[src/rtl/fifo_pkg.sv]
// Package: fifo_pkg
// Shared helpers for the parametrised synchronous FIFO.
//   clog2         : constant ceil(log2) used to size addresses and pointers
//   DEFAULT_DEPTH : default entry count; DEFAULT_ADDR_W / DEFAULT_PTR_W
//                   give the matching address and pointer widths
//   *_MIN         : lower bounds used by the elaboration-time parameter checks
package fifo_pkg;

  function automatic int clog2(input int value);
    int res;
    res = 0;
    for (int v = value - 1; v > 0; v = v >> 1) begin
      res = res + 1;
    end
    return res;
  endfunction

  localparam int DEFAULT_DEPTH  = 16;
  localparam int DEFAULT_ADDR_W = clog2(DEFAULT_DEPTH);
  // The extra MSB is the wrap bit.
  localparam int DEFAULT_PTR_W  = DEFAULT_ADDR_W + 1;

  localparam int DEPTH_MIN     = 4;
  localparam int AF_THRESH_MIN = 1;
  localparam int AE_THRESH_MIN = 0;

endpackage

[src/rtl/fifo_sync_mem.sv]
// Module: fifo_sync_mem
// DEPTH x DATA_W storage array for fifo_sync_param. Contents are never reset.
// Ports:
//   clk    in  clock, write on rising edge
//   we     in  write enable
//   waddr  in  write address
//   wdata  in  write data
//   raddr  in  read address (asynchronous read)
//   rdata  out read data, mem[raddr]
module fifo_sync_mem #(
  parameter int DATA_W = 32,
  parameter int DEPTH  = 16,
  parameter int AW     = 4
) (
  input  logic              clk,
  input  logic              we,
  input  logic [AW-1:0]     waddr,
  input  logic [DATA_W-1:0] wdata,
  input  logic [AW-1:0]     raddr,
  output logic [DATA_W-1:0] rdata
);

  logic [DATA_W-1:0] mem_q [DEPTH];

  always_ff @(posedge clk) begin
    if (we) begin
      mem_q[waddr] <= wdata;
    end
  end

  assign rdata = mem_q[raddr];

endmodule

[src/rtl/fifo_sync_param.sv]
// Module: fifo_sync_param
// Single-clock parametrised FIFO with programmable almost-full/almost-empty
// flags, occupancy count and one-cycle overflow/underflow pulses.
// Build option: define FIFO_SYNC_FWFT_EN for first-word-fall-through output;
// otherwise dout is registered and loaded on each accepted read.
// Ports:
//   clk, reset_n            clock, asynchronous active-low reset
//   wr_en, din              write request and data
//   full, almost_full       count == DEPTH, count >= AF_THRESH
//   rd_en                   read request (FWFT: pops the visible head word)
//   dout, valid             read data and its qualifier
//   empty, almost_empty     count == 0, count <= AE_THRESH
//   count                   occupancy 0..DEPTH
//   overflow, underflow     one-cycle pulse after a dropped write / read
module fifo_sync_param
  import fifo_pkg::*;
#(
  parameter int DATA_W    = 32,
  parameter int DEPTH     = DEFAULT_DEPTH,
  parameter int AF_THRESH = 14,
  parameter int AE_THRESH = 2,
  localparam int AW = clog2(DEPTH),
  localparam int PW = AW + 1,
  localparam int CW = AW + 1
) (
  input  logic              clk,
  input  logic              reset_n,
  input  logic              wr_en,
  input  logic [DATA_W-1:0] din,
  output logic              full,
  output logic              almost_full,
  input  logic              rd_en,
  output logic [DATA_W-1:0] dout,
  output logic              valid,
  output logic              empty,
  output logic              almost_empty,
  output logic [CW-1:0]     count,
  output logic              overflow,
  output logic              underflow
);

  if (DEPTH < DEPTH_MIN || (DEPTH & (DEPTH - 1)) != 0) begin : g_bad_depth
    $error("fifo_sync_param: DEPTH must be a power of two >= %0d", DEPTH_MIN);
  end
  if (AF_THRESH < AF_THRESH_MIN || AF_THRESH > DEPTH) begin : g_bad_af
    $error("fifo_sync_param: AF_THRESH out of range");
  end
  if (AE_THRESH < AE_THRESH_MIN || AE_THRESH > DEPTH - 1) begin : g_bad_ae
    $error("fifo_sync_param: AE_THRESH out of range");
  end

  logic [PW-1:0]     wr_ptr_q, wr_ptr_d, rd_ptr_q, rd_ptr_d;
  logic [CW-1:0]     count_q, count_d;
  logic              full_q, full_d, almost_full_q, almost_full_d;
  logic              empty_q, empty_d, almost_empty_q, almost_empty_d;
  logic              overflow_q, overflow_d, underflow_q, underflow_d;
  logic              wr_acc, rd_acc;
  logic [DATA_W-1:0] mem_rdata;

  // Accept decisions use the registered flags, i.e. the state before the edge.
  always_comb begin
    wr_acc         = wr_en & ~full_q;
    rd_acc         = rd_en & ~empty_q;
    wr_ptr_d       = wr_ptr_q + PW'(wr_acc);
    rd_ptr_d       = rd_ptr_q + PW'(rd_acc);
    count_d        = count_q + CW'(wr_acc) - CW'(rd_acc);
    // Flags come from count_d so they track the post-edge occupancy exactly.
    full_d         = (count_d == CW'(DEPTH));
    almost_full_d  = (count_d >= CW'(AF_THRESH));
    empty_d        = (count_d == '0);
    almost_empty_d = (count_d <= CW'(AE_THRESH));
    overflow_d     = wr_en & full_q;
    underflow_d    = rd_en & empty_q;
  end

  always_ff @(posedge clk or negedge reset_n) begin
    if (!reset_n) begin
      wr_ptr_q       <= '0;
      rd_ptr_q       <= '0;
      count_q        <= '0;
      full_q         <= 1'b0;
      almost_full_q  <= 1'b0;
      empty_q        <= 1'b1;
      almost_empty_q <= 1'b1;
      overflow_q     <= 1'b0;
      underflow_q    <= 1'b0;
    end else begin
      wr_ptr_q       <= wr_ptr_d;
      rd_ptr_q       <= rd_ptr_d;
      count_q        <= count_d;
      full_q         <= full_d;
      almost_full_q  <= almost_full_d;
      empty_q        <= empty_d;
      almost_empty_q <= almost_empty_d;
      overflow_q     <= overflow_d;
      underflow_q    <= underflow_d;
    end
  end

  fifo_sync_mem #(
    .DATA_W (DATA_W),
    .DEPTH  (DEPTH),
    .AW     (AW)
  ) u_mem (
    .clk   (clk),
    .we    (wr_acc),
    .waddr (wr_ptr_q[AW-1:0]),
    .wdata (din),
    .raddr (rd_ptr_q[AW-1:0]),
    .rdata (mem_rdata)
  );

`ifdef FIFO_SYNC_FWFT_EN
  // Head word shown directly; forced to zero while empty so the output never
  // exposes stale or uninitialised memory (this also gives dout=0 in reset).
  assign dout  = empty_q ? '0 : mem_rdata;
  assign valid = ~empty_q;
`else
  logic [DATA_W-1:0] dout_q, dout_d;
  logic              valid_q, valid_d;

  always_comb begin
    dout_d  = rd_acc ? mem_rdata : dout_q;
    valid_d = rd_acc;
  end

  always_ff @(posedge clk or negedge reset_n) begin
    if (!reset_n) begin
      dout_q  <= '0;
      valid_q <= 1'b0;
    end else begin
      dout_q  <= dout_d;
      valid_q <= valid_d;
    end
  end

  assign dout  = dout_q;
  assign valid = valid_q;
`endif

  assign full         = full_q;
  assign almost_full  = almost_full_q;
  assign empty        = empty_q;
  assign almost_empty = almost_empty_q;
  assign count        = count_q;
  assign overflow     = overflow_q;
  assign underflow    = underflow_q;

endmodule

[config.mk]
export PLATFORM = sky130hd
export DESIGN_NAME = fifo_sync_param
export DESIGN_NICKNAME = d
export VERILOG_FILES = /design/src/rtl/fifo_pkg.sv /design/src/rtl/fifo_sync_mem.sv /design/src/rtl/fifo_sync_param.sv
export SDC_FILE = /design/constraint.sdc
export NUM_CORES = 1
export LEC_CHECK = 0
export BUFFER_PORTS_ARGS = -buffer_cell sky130_fd_sc_hd__buf_4
export CORE_MARGIN = 5
export CORE_UTILIZATION = 55
export DETAILED_ROUTE_END_ITERATION = 10
export GPL_ROUTABILITY_DRIVEN = 0
export PLACE_DENSITY = 0.76
export SYNTH_ARGS = -nofsm -noshare
export SYNTH_HDL_FRONTEND = slang
export SYNTH_SLANG_ARGS = --single-unit
[constraint.sdc]
create_clock -name clk -period 3.6 [get_ports clk]
set_clock_uncertainty 0.15 [all_clocks]
set_input_delay 0.72 -clock clk [delete_from_list [all_inputs] [get_ports clk]]
set_output_delay 0.72 -clock clk [all_outputs]
set_load 0.1 [all_outputs]
==> impl_metrics.toml, run 1 <==
[routing]
via_per_inst = 5.91
routed_wire_length_per_instance_um = 24.3
detail_route.wirelength_mm = 47.4
firstDrtPassIters = 5
first_iter_violations = 1049
route.antenna.remaining_nets = 0
drcViolationCount = 0
num_vias = 11500

[die]
horizontal_die_dimension_um = 209
initial_utilization = 0.553
die_height_um = 209
top_level_ports = 80
core_area_sq_mm = 0.0395
die_area_sq_mm = 0.0437
std_cell_rows = 73

[sta]
period_needed_ns = 2.73
finalWorstSetupSlack_ns = 0.866
slew_viol_final = 0
max_freq_mhz = 366
tns_ns = 0
timing.final.setup_violations = 0
max_slew_margin = 0.425
unrepaired_setup_endpoints_after_global_routing = "false"
report.final.hold_viol_count = 0
tightestPinTransition_ns = 0.862
final_min_period_over_clock_period = 0.759

[hold_path]
min-delay-path-class = "in -> async"

[worst_setup_path]
crit_arrival_ns = 3.07
timing.critical_path.slowest_cell_delay_ns = 0.54
crit_path_start_kind = "register"
crit_fanout = 5
endpoint_kind = "register"
timing.critical_path.cells = "nand2b_2 -> inv_1 -> nand2_1 -> nand2_1 -> ha_1 -> fa_1 -> a21o_1 -> a21oi_2 -> xnor2_2 -> a2111oi_2"
crit_slowest_cell = "dfstp_2"
setup.worst_path.class = "reg -> reg"
critical_path.most_common_cell = "nand2_1"
required_time_worst_endpoint_ns = 3.94

[cells_and_area]
area_growth_syn_to_fin_pct = 14.8
finalNetCount = 1424
layout_common_cells = "edfxtp_1 (512), mux2i_1 (256), nand2_1 (133)"
fillCellCount = 2698
diodes = 0
layout.cells.most_common = "edfxtp_1"
final_layout_size_suffix_gt1_frac = 0.159

[synthesis]
synth_cell_types = 34
postSynthRegisterBits = 564
combined_area_of_all_synthesized_cells_sq_mm = 0.0218
synth.top_cells.by_area = "edfxtp_1 (70%), mux2i_1 (12%), dfrtp_1 (5.7%)"
post_syn_area_per_cell_sq_um = 17.1
yosys.area.top_type = "edfxtp_1"
synth.yosys.warnings = 0
synth_sequential_area_ratio = 0.765
synthesis.instances = 1278
net_count_synth = 1322
synth_largest_type_area_fraction = 0.705

[clock_tree]
post-cts-setup-buffer-count = 0
cts.root.buffer_cell = "clkbuf_16"
clock-sinks = 564
tritoncts = "built"
cts.path.max_buffers = 3
numCtsBuffers = 55
later_pin_clock_latency_in_the_skew_report_ns = 0.61
cts-hold-fix-buffers = 0
clk_transition_reported_paths_ns = 0.06
cts.repair.resized = 0
cts_htree_levels = 2

[global_route]
antenna_found_initial = 0
grt_max_degree = 70
grt_use_total = 0.215
first_pass_grt_wire_length_mm = 71.9
first_global_vias = 12000
grt_remaining_overflow = 0

[place]
post_dp_hpwl_mm = 27.8
port_buffers = 79
dp_slack_ns = 0.517

[power]
switching_share = 0.370
seqPwrFrac = 0.392
report.power.total_uw = 22000
net-switching-power_uw = 8150
clock_power_share = 0.264
pwr-share-comb = 0.343
pwr_density_cell_mw_per_mm2 = 879
vdd_ir_drop_max_uv = 691
p_leak_uw = 0.00907
intPower_uw = 13900

[job]
max_cap_violations = 0

[outcome]
run_status = "completed"
[synthesized netlist by cell type, drive strengths merged]
| cell | instances |
|---|---|
| and2 | 4 |
| nor3b | 1 |
| nand3 | 67 |
| a22oi | 64 |
| ha | 7 |
| nor3 | 5 |
| nand3b | 2 |
| inv | 5 |
| a21oi | 34 |
| a2111oi | 1 |
| buf | 51 |
| mux2i | 256 |
| a21o | 2 |
| nor2 | 15 |
| nor2b | 2 |
| a31o | 1 |
| clkbuf | 16 |
| nand2 | 133 |
| edfxtp | 512 |
| dfrtp | 50 |
| nand2b | 4 |
| dfstp | 2 |
| nand4 | 32 |
| xor2 | 3 |
| or3 | 2 |
| fa | 1 |
| xnor2 | 6 |
[power by group through the flow]
stage / Sequential [uW] / Combinational (uW) / Clock (uW)
final: 8630 / 7560 / 5820
after global routing: 8700 / 8000 / 6200
after CTS: 8640 / 7620 / 5920
after detailed placement: 8770 / 7580 / 0
after global placement: 8720 / 7440 / 0
after floorplan: 10300 / 3950 / 0
[per-layer routing]
metal	global-route usage	share of wire	wire [um]
met1	0.270	0.39	18300
met5	0	0	0
met4	0.0686	0.027	1270
met2	0.388	0.54	25400
met3	0.0330	0.051	2410
[critical path: cells and delay by family (launching register included)]
family | cells | cell delay, ns
AO/OA/AOI/OAI | 3 | 0.74
XOR/XNOR | 1 | 0.13
adder cells (fa/ha/maj) | 2 | 0.65
buffers and inverters | 1 | 0.08
flip-flops | 1 | 0.54
AND/OR/NAND/NOR | 3 | 0.33
[area by class of cell]
class,instances,area [sq um],share of cell area
timing repair buffer,112,978,0.0391
multi-input combinational,642,4840,0.193
tap,525,657,0.0262
clock buffer,75,1550,0.0621
inverter,5,18.8,0.000750
sequential,564,16700,0.666
clock inverter,28,309,0.0123
[state kept, by name (all words and copies together) (netlist names)]
name          count
almost_full       1
underflow         1
almost_empty      1
overflow          1
rd_ptr_q          4
u_mem.mem_q     512
dout             32
count             5
wr_ptr_q          4
full              1
empty             1
valid             1
[per-stage QoR]
| stage | utilization | cell area, sq um | hold WS (ns) | instances |
|---|---|---|---|---|
| 2_1_floorplan | - | 21800 | 0.274 | 1278 |
| 3_3_place_gp | 0.587 | 23200 | 0.322 | 1848 |
| 3_5_place_dp | 0.587 | 23200 | 0.323 | 1848 |
| 4_1_cts | 0.635 | 25000 | 0.0559 | 1951 |
| 5_1_grt | 0.635 | 25000 | 0.109 | 1951 |
| 6_report | 0.635 | 25000 | 0.0618 | 1951 |
[kinds of logic (layout without fill, tap and decap cells)]
logic type,Yosys count,in the layout,share of synthesized area
flops,564,564,0.765
simple gates,267,267,0.0559
mux,256,256,0.117
compound gates,102,102,0.0318
buf+inv,72,220,0.0208
xor+xnor,9,9,0.00430
fa+ha+maj,8,8,0.00493
[worst paths after layout]
check                             start            to  slack (ns)  cells after the start
worst max-delay path              empty  almost_empty        0.87                     10
worst max register to register    empty  almost_empty        0.87                     10
min in group clk                  wr_en      overflow        0.18                      2
worst min register to register  dout[7]       dout[7]        0.35                      2
worst min-delay path            reset_n      dout[24]        0.06                      1
max in group asynchronous       reset_n   rd_ptr_q[1]        2.57                      1
(Power assumes the default switching activity.)
==> run 2, diff against run 1 <==
clock period = 2.5 ns   (was 3.6 ns; I/O delays follow)
==> run 2 against run 1 <==
Effect of this change:
- non-clock buffer count is 24 higher
- final area rose by 0.84%
- sequential power is 44% higher
- combinational power rose by 49%
- die area stayed put
- hold slack worse by 0.028 ns
- clock power up 29%
- via count decreased by 0.23%
- total power is 42% higher
- first-iteration DRC count decreased by 8.3%
- worst setup slack got worse by 0.83 ns
- wire length fell by 2.9%
==> impl_metrics.toml, run 2 (synthesis results as in run 1) <==
[cells_and_area]
finalNetCount = 1446
area_growth_syn_to_fin_pct = 15.8
layout.area.seq_sq_mm = 0.0167
final_layout_size_suffix_gt1_frac = 0.173
multi_input_area_sq_mm = 0.00490
diodes = 0
layout_common_cells = "edfxtp_1 (512), mux2i_1 (256), nand2_1 (132)"
fillCellCount = 2709
layout.cells.most_common = "edfxtp_1"
postLayoutCoreUtil = 0.640
instances_no_fill = 1971
top_register = "u_mem.mem_q"
largest_register_ff_count = 512

[place]
dp_cells = 1866
dp_slack_ns = 0.00596
port_buffers = 79
post_dp_hpwl_mm = 26.4

[power]
p_leak_uw = 0.00912
vdd_ir_drop_max_uv = 807
pwr_density_cell_mw_per_mm2 = 1240
switching_share = 0.374
seqPwrFrac = 0.397
pwr-share-comb = 0.363
net-switching-power_uw = 11700
intPower_uw = 19500
clock_power_share = 0.240

[clock_tree]
later_pin_clock_latency_in_the_skew_report_ns = 0.58
cts.root.buffer_cell = "clkbuf_16"
cts_htree_levels = 2
tritoncts = "built"
numCtsBuffers = 53
clock-sinks = 564
cts.path.max_buffers = 3
clk_transition_reported_paths_ns = 0.06

[routing]
first_iter_violations = 962
via_per_inst = 5.84
num_vias = 11500
drcViolationCount = 0
routed_wire_length_per_instance_um = 23.3
firstDrtPassIters = 5
route.antenna.remaining_nets = 0
detail_route.wirelength_mm = 46.0

[global_route]
first_global_vias = 11700
first_pass_grt_wire_length_mm = 70.6
grt_max_degree = 65
grt_remaining_overflow = 0
grt_use_total = 0.209
antenna_found_initial = 0

[sta]
fin_hold_ws_ns = 0.0334
finalWorstSetupSlack_ns = 0.0358
max_slew_margin = 0.287
period_needed_ns = 2.46
timing.final.setup_violations = 0
unrepaired_setup_endpoints_after_global_routing = "true"
slew_viol_final = 0
tightestPinTransition_ns = 1.07
report.final.hold_viol_count = 0
max_freq_mhz = 406
final_min_period_over_clock_period = 0.986

[die]
core_area_sq_mm = 0.0395
die_area_sq_mm = 0.0437
initial_utilization = 0.553
horizontal_die_dimension_um = 209
die_height_um = 209
std_cell_rows = 73
top_level_ports = 80

[worst_setup_path]
endpoint_kind = "register"
setup.reg_to_reg.worst_slack_ns = 0.04
worst-r2r-cell-count = 8
crit_fanout = 5
crit_path_start_kind = "input pin"
regToRegStartpoint = "empty"
crit_arrival_ns = 2.80
setup.worst_path.class = "in -> reg"
worstReg2RegEnd = "empty"
required_time_worst_endpoint_ns = 2.83

[hold_path]
worstHoldStart = "rd_en"
whs_endpoint = "underflow"
timing.hold.worst_path_depth = 2
min-delay-path-class = "in -> reg"

[outcome]
run_status = "completed"

[job]
max_cap_violations = 0
[run 2: changes by cell type in the layout (fill, tap and decap cells not counted), sizes merged]
| cell | previous run | this run |
|---|---|---|
| bufinv | 6 | 1 |
| clkinvlp | 1 | 3 |
| clkinv | 19 | 21 |
| buf | 112 | 134 |
| dlygate4sd3 | 0 | 2 |
| clkbuf | 75 | 72 |
[run 2: repair_timing]
| item | 4_1_cts | 5_1_grt |
|---|---|---|
| resized for setup | 0 | 2 |
| hold buffers | 2 | 0 |
| endpoints found under the hold margin | 44 | 0 |
| pin swaps | 4 | 6 |
| endpoints found under the setup margin | 1 | 4 |
| setup buffers | 3 | 1 |
[run 2: stage by stage]
step	area (sq um)	setup TNS, ns	power (uW)
6_report	25200	0	31200
4_1_cts	25200	0	31300
3_3_place_gp	23600	0	23600
2_1_floorplan	22000	-11.26	20700
5_1_grt	25200	-0.144	32500
3_5_place_dp	23600	0	23800
[run 2: cell type report]
type                    instances  share of cell area
flip-flops and latches        564               0.661
multi-input cells             642               0.194
clock buffers                  72              0.0577
repair buffers                136              0.0540
well taps                     525              0.0260
clock inverters                27             0.00644
inverters                       5            0.000743
[run 2: power by group through the flow]
stage / logic (uW) / clock network (uW) / registers (uW)
after detailed placement: 11200 / 0 / 12600
after floorplan: 5920 / 0 / 14800
after CTS: 11300 / 7610 / 12400
final: 11300 / 7480 / 12400
after global routing: 12000 / 8020 / 12500
after global placement: 11000 / 0 / 12500
[run 2: worst max-delay path by stage]
stage | start | to | slack, ns | cells after the start
after floorplan | empty | full | -0.21 | 11
after global placement | empty | empty | 0.05 | 9
after detailed placement | empty | full | 0.006 | 10
after CTS | empty | full | 0.003 | 10
after global routing | wr_en | almost_empty | -0.08 | 12
final | wr_en | almost_empty | 0.04 | 12
[run 2: worst max-delay path, stage by stage]
cell	delay, ns
dlygate4sd3_1	0.54
buf_4	0.15
nand2b_4	0.08
inv_1	0.07
nand2_1	0.08
nand2_1	0.06
ha_2	0.18
fa_2	0.37
a21o_1	0.18
a21oi_2	0.17
xnor2_2	0.13
a2111oi_4	0.29
[run 2: layer usage]
layer | vias to the layer above | GRT usage | share of wire
met1 | 5806 | 0.300 | 0.42
met4 | 0 | 0.0547 | 0.019
met3 | 72 | 0.0357 | 0.071
met5 | - | 0 | 0
met2 | 430 | 0.338 | 0.49
li1 | 5199 | - | -
